**src/rtl/riscv_pkg.sv**
```systemverilog
// riscv_pkg: shared types and constants for the load/store unit.
//   XLEN         : default data/address width
//   lsu_state_t  : LSU memory-op FSM states (IDLE, REQ, WAIT, DONE)
//   F3_*         : funct3 load/store size and sign codes
package riscv_pkg;

    localparam int XLEN = 32;

    typedef enum logic [1:0] {
        IDLE,
        REQ,
        WAIT,
        DONE
    } lsu_state_t;

    localparam logic [2:0] F3_B  = 3'b000;
    localparam logic [2:0] F3_H  = 3'b001;
    localparam logic [2:0] F3_W  = 3'b010;
    localparam logic [2:0] F3_BU = 3'b100;
    localparam logic [2:0] F3_HU = 3'b101;

endpackage

```
**src/rtl/lsu_mem_if.sv**
```systemverilog
// lsu_mem_if: data-memory request/response bundle between the LSU and memory.
//   dmem_req_valid/ready : request handshake (LSU -> memory)
//   dmem_req_we          : 1 = store, 0 = load
//   dmem_req_addr        : word-aligned byte address
//   dmem_req_wdata/be    : lane-replicated store data and byte enables
//   dmem_rsp_valid/rdata : load response (memory -> LSU)
// Modports: master = LSU side, slave = memory side.
interface lsu_mem_if #(
    parameter int XLEN = riscv_pkg::XLEN
) ();

    logic            dmem_req_valid;
    logic            dmem_req_ready;
    logic            dmem_req_we;
    logic [XLEN-1:0] dmem_req_addr;
    logic [XLEN-1:0] dmem_req_wdata;
    logic [3:0]      dmem_req_be;
    logic            dmem_rsp_valid;
    logic [XLEN-1:0] dmem_rsp_rdata;

    modport master (
        output dmem_req_valid,
        input  dmem_req_ready,
        output dmem_req_we,
        output dmem_req_addr,
        output dmem_req_wdata,
        output dmem_req_be,
        input  dmem_rsp_valid,
        input  dmem_rsp_rdata
    );

    modport slave (
        input  dmem_req_valid,
        output dmem_req_ready,
        input  dmem_req_we,
        input  dmem_req_addr,
        input  dmem_req_wdata,
        input  dmem_req_be,
        output dmem_rsp_valid,
        output dmem_rsp_rdata
    );

endinterface

```
**src/rtl/lsu_load_ext.sv**
```systemverilog
// lsu_load_ext: selects the byte/halfword of a load response at the given
// byte offset and sign/zero-extends it according to funct3.
//   rdata  : raw response word
//   offset : byte offset of the access within the word
//   funct3 : load size/sign code
//   ext    : extended load result
module lsu_load_ext
    import riscv_pkg::*;
#(
    parameter int XLEN = riscv_pkg::XLEN
) (
    input  logic [XLEN-1:0] rdata,
    input  logic [1:0]      offset,
    input  logic [2:0]      funct3,
    output logic [XLEN-1:0] ext
);

    logic [7:0]  byte_sel;
    logic [15:0] half_sel;

    always_comb begin
        byte_sel = rdata[{offset, 3'b000} +: 8];
        half_sel = rdata[{offset[1], 4'b0000} +: 16];
        case (funct3)
            F3_B:    ext = {{(XLEN-8){byte_sel[7]}}, byte_sel};
            F3_H:    ext = {{(XLEN-16){half_sel[15]}}, half_sel};
            F3_BU:   ext = {{(XLEN-8){1'b0}}, byte_sel};
            F3_HU:   ext = {{(XLEN-16){1'b0}}, half_sel};
            default: ext = rdata;
        endcase
    end

endmodule

```
**src/rtl/lsu_mem.sv**
```systemverilog
// lsu_mem: MEM-stage load/store unit. Converts one load/store per
// instruction into a single data-memory transaction, stalls the pipeline
// until it completes, and returns the extended load result.
//   clk, rst             : rising-edge clock, async active-high reset
//   EXMEM_valid          : a real instruction occupies MEM
//   MemReadM / MemWriteM : load / store (store wins if both)
//   Funct3M              : size and sign code
//   ALUResultM           : byte address
//   WriteDataM           : right-aligned store data
//   dmem                 : data-memory request/response bundle (master)
//   ReadDataM            : registered, extended load result
//   StallM               : freezes IF/ID/EX and EX/MEM while the op runs
//   MemFaultM            : misaligned or illegal-size access (IDLE only)
module lsu_mem
    import riscv_pkg::*;
#(
    parameter int XLEN = riscv_pkg::XLEN
) (
    input  logic             clk,
    input  logic             rst,
    input  logic             EXMEM_valid,
    input  logic             MemReadM,
    input  logic             MemWriteM,
    input  logic [2:0]       Funct3M,
    input  logic [XLEN-1:0]  ALUResultM,
    input  logic [XLEN-1:0]  WriteDataM,
    lsu_mem_if.master        dmem,
    output logic [XLEN-1:0]  ReadDataM,
    output logic             StallM,
    output logic             MemFaultM
);

    lsu_state_t      state_q, state_d;
    logic [XLEN-1:0] addr_q, addr_d;
    logic [XLEN-1:0] wdata_q, wdata_d;
    logic [XLEN-1:0] rdata_q, rdata_d;
    logic            we_q, we_d;
    logic [3:0]      be_q, be_d;
    logic [2:0]      funct3_q, funct3_d;
    logic [1:0]      off_q, off_d;

    logic            active;
    logic            illegal_f3;
    logic            misaligned;
    logic            start;
    logic [3:0]      be_calc;
    logic [XLEN-1:0] wdata_calc;
    logic [XLEN-1:0] load_ext;

    // Decode of the instruction currently presented in IDLE. Funct3M[1:0]
    // selects the size; Funct3M[2] only selects zero-extension for loads.
    always_comb begin
        active     = (state_q == IDLE) && EXMEM_valid && (MemReadM || MemWriteM);
        illegal_f3 = (Funct3M == 3'b011) || (Funct3M[2:1] == 2'b11);
        case (Funct3M[1:0])
            2'b00: begin
                be_calc    = 4'b0001 << ALUResultM[1:0];
                wdata_calc = {(XLEN/8){WriteDataM[7:0]}};
                misaligned = 1'b0;
            end
            2'b01: begin
                be_calc    = 4'b0011 << {ALUResultM[1], 1'b0};
                wdata_calc = {(XLEN/16){WriteDataM[15:0]}};
                misaligned = ALUResultM[0];
            end
            default: begin
                be_calc    = 4'b1111;
                wdata_calc = WriteDataM;
                misaligned = |ALUResultM[1:0];
            end
        endcase
        MemFaultM = active && (illegal_f3 || misaligned);
        start     = active && !illegal_f3 && !misaligned;
    end

    lsu_load_ext #(
        .XLEN (XLEN)
    ) u_load_ext (
        .rdata  (dmem.dmem_rsp_rdata),
        .offset (off_q),
        .funct3 (funct3_q),
        .ext    (load_ext)
    );

    always_comb begin
        state_d  = state_q;
        addr_d   = addr_q;
        wdata_d  = wdata_q;
        rdata_d  = rdata_q;
        we_d     = we_q;
        be_d     = be_q;
        funct3_d = funct3_q;
        off_d    = off_q;
        unique case (state_q)
            IDLE: begin
                if (start) begin
                    state_d  = REQ;
                    addr_d   = {ALUResultM[XLEN-1:2], 2'b00};
                    we_d     = MemWriteM;
                    be_d     = be_calc;
                    wdata_d  = wdata_calc;
                    funct3_d = Funct3M;
                    off_d    = ALUResultM[1:0];
                end
            end
            REQ: begin
                if (dmem.dmem_req_ready) begin
                    state_d = we_q ? DONE : WAIT;
                end
            end
            WAIT: begin
                if (dmem.dmem_rsp_valid) begin
                    state_d = DONE;
                    rdata_d = load_ext;
                end
            end
            DONE: begin
                state_d = IDLE;
            end
        endcase
        StallM = start || (state_q == REQ) || (state_q == WAIT);
    end

    always_ff @(posedge clk or posedge rst) begin
        if (rst) begin
            state_q  <= IDLE;
            addr_q   <= '0;
            wdata_q  <= '0;
            rdata_q  <= '0;
            we_q     <= 1'b0;
            be_q     <= '0;
            funct3_q <= '0;
            off_q    <= '0;
        end else begin
            state_q  <= state_d;
            addr_q   <= addr_d;
            wdata_q  <= wdata_d;
            rdata_q  <= rdata_d;
            we_q     <= we_d;
            be_q     <= be_d;
            funct3_q <= funct3_d;
            off_q    <= off_d;
        end
    end

    assign dmem.dmem_req_valid = (state_q == REQ);
    assign dmem.dmem_req_we    = we_q;
    assign dmem.dmem_req_addr  = addr_q;
    assign dmem.dmem_req_wdata = wdata_q;
    assign dmem.dmem_req_be    = be_q;
    assign ReadDataM           = rdata_q;

endmodule

```
**src/flat_wrapper.sv**
```systemverilog
// flat-port wrapper written by rule: the top's interface ports become plain ports
module lsu_mem_flat import riscv_pkg::*;
#(
    parameter int XLEN = riscv_pkg::XLEN
)
  (clk, rst, EXMEM_valid, MemReadM, MemWriteM, Funct3M, ALUResultM, WriteDataM, ReadDataM, StallM, MemFaultM, dmem_dmem_req_valid, dmem_dmem_req_ready, dmem_dmem_req_we, dmem_dmem_req_addr, dmem_dmem_req_wdata, dmem_dmem_req_be, dmem_dmem_rsp_valid, dmem_dmem_rsp_rdata);
  lsu_mem_if #(.XLEN(XLEN)) dmem_i ();
  input  logic clk;
  input  logic rst;
  input  logic EXMEM_valid;
  input  logic MemReadM;
  input  logic MemWriteM;
  input  logic [2:0] Funct3M;
  input  logic [XLEN-1:0] ALUResultM;
  input  logic [XLEN-1:0] WriteDataM;
  output logic [XLEN-1:0] ReadDataM;
  output logic StallM;
  output logic MemFaultM;
  output wire logic [$bits(dmem_i.dmem_req_valid)-1:0] dmem_dmem_req_valid;
  input wire logic [$bits(dmem_i.dmem_req_ready)-1:0] dmem_dmem_req_ready;
  output wire logic [$bits(dmem_i.dmem_req_we)-1:0] dmem_dmem_req_we;
  output wire logic [$bits(dmem_i.dmem_req_addr)-1:0] dmem_dmem_req_addr;
  output wire logic [$bits(dmem_i.dmem_req_wdata)-1:0] dmem_dmem_req_wdata;
  output wire logic [$bits(dmem_i.dmem_req_be)-1:0] dmem_dmem_req_be;
  input wire logic [$bits(dmem_i.dmem_rsp_valid)-1:0] dmem_dmem_rsp_valid;
  input wire logic [$bits(dmem_i.dmem_rsp_rdata)-1:0] dmem_dmem_rsp_rdata;
  assign dmem_dmem_req_valid = dmem_i.dmem_req_valid;
  assign dmem_i.dmem_req_ready = dmem_dmem_req_ready;
  assign dmem_dmem_req_we = dmem_i.dmem_req_we;
  assign dmem_dmem_req_addr = dmem_i.dmem_req_addr;
  assign dmem_dmem_req_wdata = dmem_i.dmem_req_wdata;
  assign dmem_dmem_req_be = dmem_i.dmem_req_be;
  assign dmem_i.dmem_rsp_valid = dmem_dmem_rsp_valid;
  assign dmem_i.dmem_rsp_rdata = dmem_dmem_rsp_rdata;
  lsu_mem #(.XLEN(XLEN)) u_core (.clk(clk), .rst(rst), .EXMEM_valid(EXMEM_valid), .MemReadM(MemReadM), .MemWriteM(MemWriteM), .Funct3M(Funct3M), .ALUResultM(ALUResultM), .WriteDataM(WriteDataM), .dmem(dmem_i), .ReadDataM(ReadDataM), .StallM(StallM), .MemFaultM(MemFaultM));
endmodule
```
**config.mk**
```make
export PLATFORM = sky130hd
export DESIGN_NAME = lsu_mem_flat
export DESIGN_NICKNAME = d
export VERILOG_FILES = /design/src/rtl/riscv_pkg.sv /design/src/rtl/lsu_mem_if.sv /design/src/rtl/lsu_load_ext.sv /design/src/rtl/lsu_mem.sv /design/src/flat_wrapper.sv
export SDC_FILE = /design/constraint.sdc
export NUM_CORES = 1
export LEC_CHECK = 0
export CORE_ASPECT_RATIO = 0.5
export CORE_MARGIN = 2
export CORE_UTILIZATION = 23
export DETAILED_ROUTE_END_ITERATION = 10
export SETUP_SLACK_MARGIN = 0.5
export SLEW_MARGIN = 40
export SYNTH_ARGS = -nofsm -noshare
export SYNTH_HDL_FRONTEND = slang
export SYNTH_SLANG_ARGS = --single-unit
```
**constraint.sdc**
```tcl
create_clock -name clk -period 9.7 [get_ports clk]
set_input_delay 2.425 -clock clk [delete_from_list [all_inputs] [get_ports clk]]
set_output_delay 2.425 -clock clk [all_outputs]
set_load 0.01 [all_outputs]
```
==> results.cfg <==
[finish]
area_delta_synth_final_pct = 52.76
fillers = 2163
fin_cells = 968
final_nets = 772
drive_gt1_share_pct = 11.54

[power_and_ir_drop]
p_leak_uw = 0.003202
power.switching_uw = 786.3
p_comb_share_pct = 48.6
clockPowerShare_pct = 15.8
irDropWorstVdd_uv = 82.67
internal-power_uw = 1420
p_per_area_nw_per_um2 = 287.3
switching_share_pct = 35.63
power_frac_seq_pct = 35.6

[placed_design]
placed_cells = 950
dp_hpwl_um = 11990
gp_congestion = 0.7939
port_buffers = 207

[status]
status = finished, final reports clean

[synth]
synth-seq-cells = 106
synth-async-reset-ratio_pct = 100.0
synth_cells = 473
synth.cell_area_um2 = 5027
ys_warn_count = 0
synth_area_per_cell_um2 = 10.63
synth_enable_flop_cells = 0
synth.distinct_cells = 36
ys_seq_area_share_pct = 52.76
ys.flop_type = dfrtp_1

[setup_path]
r2r-end = u_core.state_q[1]
cp_top_family = buffers and inverters
reg2reg_depth = 8
crit_type = input port to primary output
cp_max_fo = 13
crit_top_cell = clkdlybuf4s50_1
startpoint_type = input port
critical_path_arrival_ps = 4630
critPathMaxStageDelay_ps = 790
r2r_start = u_core.state_q[0]
reg2reg_setup_slack_ps = 6990
path_buf_inv = 2
critPathCaptureType = primary output
required_ps = 7280
slowest_stage = clkdlybuf4s50_1
path_cells = clkdlybuf4s50_1 > nor4_1 > o21bai_4 > nand3_1 > clkdlybuf4s50_1

[clock_network]
clockBufferDepth = 2
cts_hold_buffers = 0
cts_buffers = 9
insertion_delay_ps = 340
cts_tree = done
cts.repair.resized = 0
cts.sinks = 106
clk_pin_slew_ps = 70
cts_setup_buffers = 0
htreeDepth = 3
clockRootBuffer = clkbuf_16

[drt]
vias = 4173
drt-pass1-iter-count = 4
ant_nets = 0
drt_iter0_markers = 182
post_drt_via_cell_ratio = 4.311
drc = 0
drt_wl_total_um = 15860
wl_per_cell_um = 16.39

[timing]
period_minus_slack_ps = 7058
hold-worst-slack_ps = 478.3
worst_pin_slew_ps = 798.8
fin_skew_ps = 7.292
setup_viol = 0
fmax_ghz = 0.1417
finalHoldViolations = 0
period_share_pct = 72.76
drv_slew = 0
fin_setup_tns_ps = 0
rsz0062_at_grt = no
slew_headroom_pct = 46.69

[grt]
grt_start_max_net_pins = 64
grt_pass1_wl_um = 24360
overflow = 0
grt_antenna_before_repair = 2
grt_pass1_vias = 4268
grt_usage_pct = 13.71

[worst_hold_path]
hold_class = register to register
min_path_cells = 2
hp-start = u_core.dmem.dmem_req_wdata[24]
min_to = u_core.dmem.dmem_req_wdata[24]

[run]
max-cap-violations = 0

[floorplan]
rows = 38
start_util_pct = 23.34
dieArea_um2 = 23130
die_h_um = 108.5
coreArea_um2 = 21540
ios = 210
fp.dieW_um = 213.1
layout make-up:
class | instances | area, um2 | share of cell area, %
Tap cell | 300 | 375.4 | 4.888
Timing Repair Buffer | 214 | 2137 | 27.83
Antenna cell | 1 | 2.502 | 0.03258
Multi-Input combinational cell | 323 | 2200 | 28.64
Clock inverter | 6 | 40.04 | 0.5213
Inverter | 8 | 32.53 | 0.4236
Sequential cell | 106 | 2654 | 34.56
Clock buffer | 10 | 239.0 | 3.112
stage by stage:
| stage | power, uW | utilization, % | area [um2] | setup slack, ps |
|---|---|---|---|---|
| after floorplan | 1296 | - | 5031 | 3807 |
| after global placement | 1854 | 34.20 | 7367 | 2675 |
| after detailed placement | 1876 | 34.22 | 7371 | 2631 |
| after CTS | 2236 | 35.52 | 7650 | 2625 |
| after global routing | 2366 | 35.65 | 7677 | 2516 |
| final | 2207 | 35.66 | 7680 | 2642 |
cell usage after synthesis (2+ instances only):
cell type	n	area share, %
mux2i_1	38	7.6
nand3b_1	9	1.3
o21ai_0	61	6.1
ha_1	4	1.0
dfrtp_1	106	53
nor2_1	23	1.7
a21oi_1	22	2.2
nand2_1	57	4.3
mux2_2	44	9.9
o22ai_1	8	1.0
buf_4	2	0.30
buf_2	7	0.70
inv_1	7	0.52
a22oi_1	16	2.4
a211oi_1	10	1.5
clkbuf_1	22	1.6
nand2b_1	8	1.0
buf_6	2	0.45
buf_1	4	0.30
nor2b_1	7	0.87
cell usage in the layout (no fill, tap or decap), types with 9 or more instances in the layout:
cell type        Yosys  final
o21ai_0             61     61
a22oi_1             16     16
clkbuf_16            0      9
mux2_2              44     44
a21oi_1             22     22
a211oi_1            10      9
dfrtp_1            106    105
nand2_1             57     57
nor2_1              23     21
nand3b_1             9      9
clkdlybuf4s50_1      0    207
mux2i_1             38     38
worst reg2reg max path: cells and delay by family, from the launching register on:
| kind | cells | cell delay, ps |
|---|---|---|
| flops | 1 | 380 |
| buf+inv | 3 | 1170 |
| fa+ha+maj | 1 | 250 |
| mux | 1 | 300 |
| compound gates | 3 | 500 |
metal layers:
layer	track usage [%]	share of wire, %
met1	16.62	41
met2	24.85	54
met3	2.701	3.9
met4	3.846	1.3
met5	0	0.082
flip-flops by register name (all words and copies together), names as in the netlist:
register,cells
u_core.off_q,2
u_core.dmem.dmem_req_we,1
u_core.state_q,2
u_core.dmem.dmem_req_addr,30
u_core.funct3_q,3
u_core.ReadDataM,32
u_core.dmem.dmem_req_wdata,32
u_core.dmem.dmem_req_be,4
worst max path at each step:
stage | start | to | depth (start not counted)
2_1_floorplan | MemWriteM | StallM | 5
3_3_place_gp | Funct3M[0] | StallM | 5
3_5_place_dp | Funct3M[0] | StallM | 5
4_1_cts | Funct3M[0] | StallM | 5
5_1_grt | Funct3M[0] | StallM | 5
6_report | Funct3M[0] | StallM | 5
power groups by stage:
stage	Clock, uW	Sequential (uW)	Combinational [uW]
floorplan	0	846	450
global placement	0	785	1070
detailed placement	0	795	1080
CTS	364	789	1080
global route	383	818	1170
finish	348	786	1070
cell families after synthesis:
kind of cell | count (synthesis) | share of synthesized area, %
adder cells (fa/ha/maj) | 4 | 0.9956
AO/OA/AOI/OAI | 124 | 14.26
AND/OR/NAND/NOR | 109 | 9.756
multiplexers | 84 | 18.17
flip-flops | 106 | 52.76
buffers and inverters | 45 | 3.982
other | 1 | 0.07459
Power figures use the tool's default switching activity.
